--- src/rtl/ym3438_write_sched.sv ---
// Host-side register-write scheduler for the YM3438 core.
// Buffers (bank, addr, data) requests in a FIFO and replays them onto the
// chip pins as an address phase (skipped on an address-cache hit), a data
// phase, and a post-write busy wait.
module ym3438_write_sched #(
  parameter int unsigned FIFO_DEPTH  = 4,
  parameter int unsigned WR_CYCLES   = 2,
  parameter int unsigned ADDR_GAP    = 2,
  parameter int unsigned BUSY_CYCLES = 96
) (
  input  logic                          MCLK,
  input  logic                          IC,
  input  logic                          req_valid,
  output logic                          req_ready,
  input  logic                          req_bank,
  input  logic [7:0]                    req_addr,
  input  logic [7:0]                    req_data,
  output logic                          YM_CS,
  output logic                          YM_WR,
  output logic                          YM_RD,
  output logic [1:0]                    YM_ADDRESS,
  output logic [7:0]                    YM_DATA,
  output logic                          busy,
  output logic [$clog2(FIFO_DEPTH):0]   fifo_count
);

  localparam int unsigned AW    = $clog2(FIFO_DEPTH);
  localparam int unsigned MAX_A = (WR_CYCLES > ADDR_GAP) ? WR_CYCLES : ADDR_GAP;
  localparam int unsigned MAX_N = (MAX_A > BUSY_CYCLES) ? MAX_A : BUSY_CYCLES;
  localparam int unsigned CW    = $clog2(MAX_N) + 1;

  localparam logic [AW:0]   DEPTH_C   = FIFO_DEPTH[AW:0];
  localparam logic [CW-1:0] WR_LOAD   = CW'(WR_CYCLES - 1);
  localparam logic [CW-1:0] GAP_LOAD  = CW'(ADDR_GAP - 1);
  localparam logic [CW-1:0] BUSY_LOAD = CW'(BUSY_CYCLES - 1);

  typedef enum logic [2:0] {IDLE, A_SET, A_WR, A_GAP, D_SET, D_WR, D_WAIT} state_t;

  // FIFO storage: {bank, addr, data}
  logic [16:0]   mem [FIFO_DEPTH];
  logic [AW-1:0] wr_ptr, rd_ptr;
  logic [AW:0]   count;
  logic          push, pop;
  logic [16:0]   head;

  state_t        state, state_nxt;
  logic [CW-1:0] cnt, cnt_nxt;
  logic          wk_bank;
  logic [7:0]    wk_addr, wk_data;
  logic          cache_valid, cache_load, cache_hit;
  logic [8:0]    cache_key;
  logic          cs_nxt, wr_nxt;
  logic [1:0]    addr_nxt;
  logic [7:0]    data_nxt;

  assign req_ready  = (count < DEPTH_C);
  assign push       = req_valid & req_ready;
  assign head       = mem[rd_ptr];
  assign fifo_count = count;
  assign busy       = (count != '0) || (state != IDLE);
  assign YM_RD      = 1'b1;
  assign cache_hit  = cache_valid && (cache_key == head[16:8]);

  // FIFO payload write; storage needs no reset since occupancy is tracked by count
  always_ff @(posedge MCLK) begin
    if (push) mem[wr_ptr] <= {req_bank, req_addr, req_data};
  end

  // FIFO pointers and occupancy; push while full is refused through req_ready
  always_ff @(posedge MCLK or negedge IC) begin
    if (!IC) begin
      wr_ptr <= '0;
      rd_ptr <= '0;
      count  <= '0;
    end else begin
      if (push) wr_ptr <= wr_ptr + AW'(1);
      if (pop)  rd_ptr <= rd_ptr + AW'(1);
      case ({push, pop})
        2'b10:   count <= count + (AW+1)'(1);
        2'b01:   count <= count - (AW+1)'(1);
        default: count <= count;
      endcase
    end
  end

  // Next state, phase counter and next pin values; pins are registered so
  // each value is computed one cycle early from the state being entered
  always_comb begin
    state_nxt  = state;
    cnt_nxt    = (cnt != '0) ? cnt - CW'(1) : cnt;
    pop        = 1'b0;
    cache_load = 1'b0;
    cs_nxt     = YM_CS;
    wr_nxt     = YM_WR;
    addr_nxt   = YM_ADDRESS;
    data_nxt   = YM_DATA;
    unique case (state)
      IDLE: begin
        if (count != '0) begin
          pop     = 1'b1;
          cnt_nxt = '0;
          cs_nxt  = 1'b0;
          wr_nxt  = 1'b1;
          if (cache_hit) begin
            state_nxt = D_SET;
            addr_nxt  = {head[16], 1'b1};
            data_nxt  = head[7:0];
          end else begin
            state_nxt = A_SET;
            addr_nxt  = {head[16], 1'b0};
            data_nxt  = head[15:8];
          end
        end
      end
      A_SET: begin
        state_nxt = A_WR;
        cnt_nxt   = WR_LOAD;
        wr_nxt    = 1'b0;
      end
      A_WR: begin
        if (cnt == '0) begin
          state_nxt  = A_GAP;
          cnt_nxt    = GAP_LOAD;
          cs_nxt     = 1'b1;
          wr_nxt     = 1'b1;
          cache_load = 1'b1;
        end
      end
      A_GAP: begin
        if (cnt == '0) begin
          state_nxt = D_SET;
          cnt_nxt   = '0;
          cs_nxt    = 1'b0;
          addr_nxt  = {wk_bank, 1'b1};
          data_nxt  = wk_data;
        end
      end
      D_SET: begin
        state_nxt = D_WR;
        cnt_nxt   = WR_LOAD;
        wr_nxt    = 1'b0;
      end
      D_WR: begin
        if (cnt == '0) begin
          state_nxt = D_WAIT;
          cnt_nxt   = BUSY_LOAD;
          cs_nxt    = 1'b1;
          wr_nxt    = 1'b1;
        end
      end
      D_WAIT: begin
        if (cnt == '0) state_nxt = IDLE;
      end
      default: state_nxt = IDLE;
    endcase
  end

  // State, counter, working register, address cache and pin registers
  always_ff @(posedge MCLK or negedge IC) begin
    if (!IC) begin
      state       <= IDLE;
      cnt         <= '0;
      wk_bank     <= 1'b0;
      wk_addr     <= '0;
      wk_data     <= '0;
      cache_valid <= 1'b0;
      cache_key   <= '0;
      YM_CS       <= 1'b1;
      YM_WR       <= 1'b1;
      YM_ADDRESS  <= '0;
      YM_DATA     <= '0;
    end else begin
      state      <= state_nxt;
      cnt        <= cnt_nxt;
      YM_CS      <= cs_nxt;
      YM_WR      <= wr_nxt;
      YM_ADDRESS <= addr_nxt;
      YM_DATA    <= data_nxt;
      if (pop) begin
        wk_bank <= head[16];
        wk_addr <= head[15:8];
        wk_data <= head[7:0];
      end
      if (cache_load) begin
        cache_valid <= 1'b1;
        cache_key   <= {wk_bank, wk_addr};
      end
    end
  end

endmodule

--- config.mk ---
export PLATFORM = sky130hd
export DESIGN_NAME = ym3438_write_sched
export DESIGN_NICKNAME = d
export VERILOG_FILES = /design/src/rtl/ym3438_write_sched.sv
export SDC_FILE = /design/constraint.sdc
export NUM_CORES = 1
export LEC_CHECK = 0
export CAP_MARGIN = 20
export CORE_ASPECT_RATIO = 0.7
export CORE_UTILIZATION = 53
export CTS_CLUSTER_DIAMETER = 100
export DETAILED_ROUTE_END_ITERATION = 10
export PLACE_DENSITY = 0.78
export SETUP_SLACK_MARGIN = 0.4
export SLEW_MARGIN = 5
export SYNTH_ARGS = -nofsm -noshare
export SYNTH_HDL_FRONTEND = slang
export SYNTH_SLANG_ARGS = --single-unit
--- constraint.sdc ---
create_clock -name MCLK -period 2.4 [get_ports MCLK]
set_input_delay 0.48 -clock MCLK [delete_from_list [all_inputs] [get_ports MCLK]]
set_output_delay 0.48 -clock MCLK [all_outputs]
set_load 0.1 [all_outputs]
======== Yosys cells after proc, flatten, opt, wreduce, memory -nomap -nowiden ========
Memory sizes are Yosys's and may differ from the RTL's.
Index checks and enable logic that the tools add are counted.
operators by class
  muxes and demuxes ....................... 34
  eq/ne operators ......................... 15
  reductions and logical operators ........ 17
  bitwise operators ....................... 1
  $add $sub $neg .......................... 5
  order comparisons ....................... 1
operators with widths
  operator               number
  $mux W8                8
  $pmux W8 S5            1
  $pmux W3 S7            1
  $mux W3                6
  $pmux W8 S2            1
  $reduce_bool A3 Y1     4
  $mux W1                11
  $ne A2 B2 Y1 const B   5
  $eq A3 B3 Y1 const B   3
  $eq A9 B9 Y1           1
  $logic_not A8 Y1       1
  $reduce_bool A8 Y1     1
  $sub A8 B1 Y8 const B  1
  $eq A3 B2 Y1 const B   2
  $pmux W1 S3            2
  $pmux W3 S2            1
  $reduce_and A3 Y1      2
  $reduce_and A5 Y1      1
  $add A2 B1 Y2 const B  2
  $mux W2                2
  $pmux W2 S2            1
  $reduce_and A4 Y1      1
  $reduce_bool A2 Y1     2
  $reduce_or A2 Y1       2
  11 further kinds       11
word-level totals
  input bits .............................. 20
  memories ................................ 1
  output and inout bits ................... 18
  RAM bits ................................ 68
  logic and storage cells ................. 88
  flip-flop bits (word level) ............. 57
memories
  memory  words  width  read ports  clocked after memory_dff  write ports  line  text
  mem     4      17     1           0                         1            40    logic [16:0] mem [FIFO_DEPTH];

======== Depth between registers and ports, before layout ========
An unclocked memory read counts as a cell.
  depth after elaboration ................. 6
  mapped depth ............................ 10

======== Least setup slack after synthesis ========
Ideal clock, no wire load.
  path kind ............................... register -> output
  start ................................... reg count[0], in the netlist fifo_count[0]
  end ..................................... out busy
  cell stages (with the launch flop) ...... 4
  arrival time ............................ 2400 ps
  required time ........................... 1920 ps
  path buffers ............................ 0
  path slack .............................. -480 ps
  cells stage by stage .................... dfrtp_1 nor3_1 nor3b_1 inv_1
on the way
  cells in the longest elaborated chain, start to end .. 2
RTL lines
  item                    line  text
  from (decl)             42    logic [AW:0] count;
  from (signal assigned)  79    2'b10: count <= count + (AW+1)'(1);
  from (signal assigned)  80    2'b01: count <= count - (AW+1)'(1);
  from (signal assigned)  81    default: count <= count;
  $reduce_bool A3 Y1      60    assign busy = (count != '0) || (state != IDLE);
  $logic_or A1 B1 Y1      60
  to (decl)               23    output logic busy,
Every way passes these cells.

======== Final worst setup path ========
  start ................................... reg cnt[5]
  end ..................................... reg YM_DATA[7]
on the way
  cells in the longest elaborated chain, start to end .. 3
RTL lines
  item                         line  text
  from (decl)                  47    logic [CW-1:0] cnt, cnt_nxt;
  from (signal assigned)       174   cnt <= cnt_nxt;
  $logic_not A8 Y1             130   if (cnt == '0) begin
  $ne A2 B2 Y1 (no line)       -
  $reduce_and A3 Y1 (no line)  -
  to (signal assigned)         178   YM_DATA <= data_nxt;
  to (decl)                    22    output logic [7:0] YM_DATA,
Every way passes these cells.
A chain may end at the register's enable or synchronous reset.

==> impl_metrics.json <==
{
  "status": "complete, no violations",
  "synth.top_cell.area_share_pct": 37.0,
  "ant_nets": 0,
  "critPathTopFamily": "simple AND/OR/NAND/NOR gates",
  "dieArea_um2": 10800,
  "drc": 0,
  "r2r_end": "YM_DATA[7]$_DFFE_PN0P_",
  "synth_top_family_by_area": "multiplexers",
  "fillers": 580,
  "period_needed_ns": 2.27,
  "viasPerCell": 5.77,
  "grt_pass1_vias": 3596,
  "setup_ws_ns": 0.126,
  "multi_input_area_um2": 2250,
  "overflow": 0,
  "totalWireLength_mm": 12.3,
  "hold_buffers": 0,
  "coreArea_um2": 9910,
  "leakage_nw": 2.88,
  "cp_slowest_stage_delay_ns": 0.56,
  "synth_most_common_cell": "edfxtp_1",
  "cts_tree": "built",
  "worstPathMaxFanout": 5,
  "yosys.area_share.adder_pct": 2.40,
  "slew_violations": 0,
  "cts.path.max_buffers": 2,
  "ioPinCount": 38,
  "cp_slowest_cell": "or4_4",
  "synth_compound_area_share_pct": 6.53,
  "tns_ns": 0,
  "cts_sinks": 125,
  "synth_seq_cells": 125,
  "drive_gt1_share_pct": 45.5,
  "maxSlewHeadroom_pct": 60.1,
  "cts_buffers": 17,
  "drt_pass1_iterations": 5,
  "dp_slack_ns": -0.125,
  "synth_top_area_cell": "edfxtp_1",
  "synth_flop_cell": "edfxtp_1",
  "worst_slew_pin_slew_ns": 0.598,
  "grt_max_degree": 34,
  "netlist_top_cells_count": "68 x edfxtp_1, 55 x dfrtp_1, 33 x mux2_2",
  "crit_chain": "or4_4 -> nor4b_4 -> nand3_4 -> a211o_4 -> a31o_1 -> o22a_1",
  "worstHoldPathType": "in2async",
  "ff2ff_setup_slack_ns": 0.13,
  "arrival_ns": 2.58,
  "endpoint_kind": "flip-flop",
  "stdcell_area_um2": 7410,
  "vias": 3534,
  "critical_path.startpoint": "cnt[5]$_DFF_PN0_",
  "routabilityCongestion": 0.814,
  "clk_pin_slew_ns": 0.06,
  "fin_nets": 501,
  "synthMuxAreaShare_pct": 14.6,
  "antenna_found_initial": 0,
  "synth.area.top_cells": "edfxtp_1 37%, dfrtp_1 25%, mux2_2 6.7%",
  "synthesis.nets": 410,
  "hold_violations": 0,
  "clk_latency_ns": 0.42,
  "critPathBufInv": 0,
  "vdd_drop_max_v": 0.000814,
  "htree_levels": 4,
  "max_freq_mhz": 440,
  "regArea_um2": 3490,
  "row_count": 30,
  "syn2layout_area_growth_pct": 34.3,
  "start_util_pct": 55.7,
  "synthDistinctLibCells": 51,
  "die_height_um": 87.4,
  "synthArstFlopShare_pct": 45.6,
  "required_ns": 2.70,
  "grt_first_pass_wirelength_mm": 19.1,
  "cap_viol_max_count": 0,
  "avgSynthCellArea_um2": 14.5,
  "wl_per_cell_um": 20.1,
  "rsz0062_at_grt": "yes",
  "synthXorXnorAreaFrac_pct": 3.02,
  "final_util_pct": 74.8,
  "start_kind": "flip-flop",
  "criticalPathCategory": "reg2reg",
  "synth_edf_count": 68,
  "power_density_nw_per_um2": 1570,
  "reg2reg_from": "cnt[5]$_DFF_PN0_",
  "dpl.hpwl_mm": 7.44,
  "yosys_warnings": 0,
  "syn-cell-area_um2": 5520,
  "syn_inst": 380,
  "yosysSeqAreaShare_pct": 62.9,
  "dieWidth_um": 124,
  "setup_viol": 0,
  "io_buffer_count": 36,
  "place_area_um2": 6220,
  "first_iter_violations": 279,
  "gr-usage-all-layers_pct": 24.9,
  "skew_ns": 0.00951,
  "cts-root-buf": "clkbuf_16",
  "finalCritPeriodShare_pct": 94.7,
  "diodes": 0,
  "yosys.area_share.simple_pct": 7.80,
  "r2r_cells": 6
}
worst max path at each step:
stage / slack, ns / depth (start not counted) / to
after floorplan: 0.14 / 6 / YM_DATA[7]$_DFFE_PN0P_
after global placement: 0.008 / 6 / YM_DATA[1]$_DFFE_PN0P_
after detailed placement: -0.12 / 6 / YM_DATA[1]$_DFFE_PN0P_
after CTS: 0.16 / 7 / YM_DATA[7]$_DFFE_PN0P_
after global routing: 0.05 / 8 / YM_DATA[7]$_DFFE_PN0P_
final: 0.13 / 6 / YM_DATA[7]$_DFFE_PN0P_
metrics by stage:
stage                     instances  hold slack, ns  total power (W)
final                           612          0.0633           0.0116
after floorplan                 380           0.184          0.00683
after global placement          553           0.452          0.00783
after CTS                       605          0.0731           0.0113
after detailed placement        553           0.452          0.00797
after global routing            612           0.109           0.0122
cells by family (layout without fill, tap and decap cells):
logic type      Yosys count  count (layout)
mux                      59              59
fa+ha+maj                10              10
flops                   125             125
compound gates           56              56
simple gates             76              76
buf+inv                  34             138
xor+xnor                 19              19
other cells               1               1
routing by layer:
metal | vias to the layer above | track usage [%] | wire length (um)
met1 | 1794 | 34.0 | 5590
met5 | - | 0 | 0
li1 | 1589 | - | -
met3 | 18 | 6.28 | 693
met4 | 0 | 11.1 | 193
met2 | 133 | 38.0 | 5830
placed cells by master (no fill, tap or decap), types with 8 or more instances in the layout:
| master | count |
|---|---|
| edfxtp_1 | 68 |
| buf_4 | 54 |
| dfrtp_1 | 49 |
| mux2_2 | 33 |
| clkdlybuf4s50_1 | 18 |
| clkbuf_16 | 17 |
| nand2_1 | 14 |
| mux4_2 | 14 |
| inv_1 | 12 |
| buf_6 | 12 |
| a21oi_1 | 11 |
| xnor2_1 | 11 |
| o21ai_1 | 8 |
final cells by class:
| class | count | share of cell area (%) |
|---|---|---|
| inverter | 14 | 0.777 |
| multi-input combinational | 221 | 30.4 |
| sequential | 125 | 47.0 |
| tap | 128 | 2.16 |
| clock buffer | 19 | 5.84 |
| clock inverter | 13 | 2.26 |
| timing repair buffer | 92 | 11.6 |
state kept, by name, indices dropped and copies added (netlist names), 3 cells and up:
| register | count |
|---|---|
| cnt | 8 |
| state | 3 |
| fifo_count | 3 |
| cache_key | 9 |
| wk_addr | 8 |
| mem | 68 |
| YM_DATA | 8 |
| wk_data | 8 |
repair_timing:
action | in CTS | in global routing
gates cloned | 0 | 0
pin swaps | 26 | 25
buffers inserted | 20 | 7
resized for setup | 61 | 31
endpoints found under the setup margin | 32 | 33
where the power goes:
part / internal [W] / total (W) / leakage, nW / switching (W)
combinational: 0.00241 / 0.00560 / 1.30 / 0.00319
sequential: 0.00296 / 0.00343 / 1.30 / 0.000476
clock: 0.00164 / 0.00262 / 0.288 / 0.000978
total: 0.00700 / 0.0116 / 2.88 / 0.00464
(Power assumes the default switching activity.)
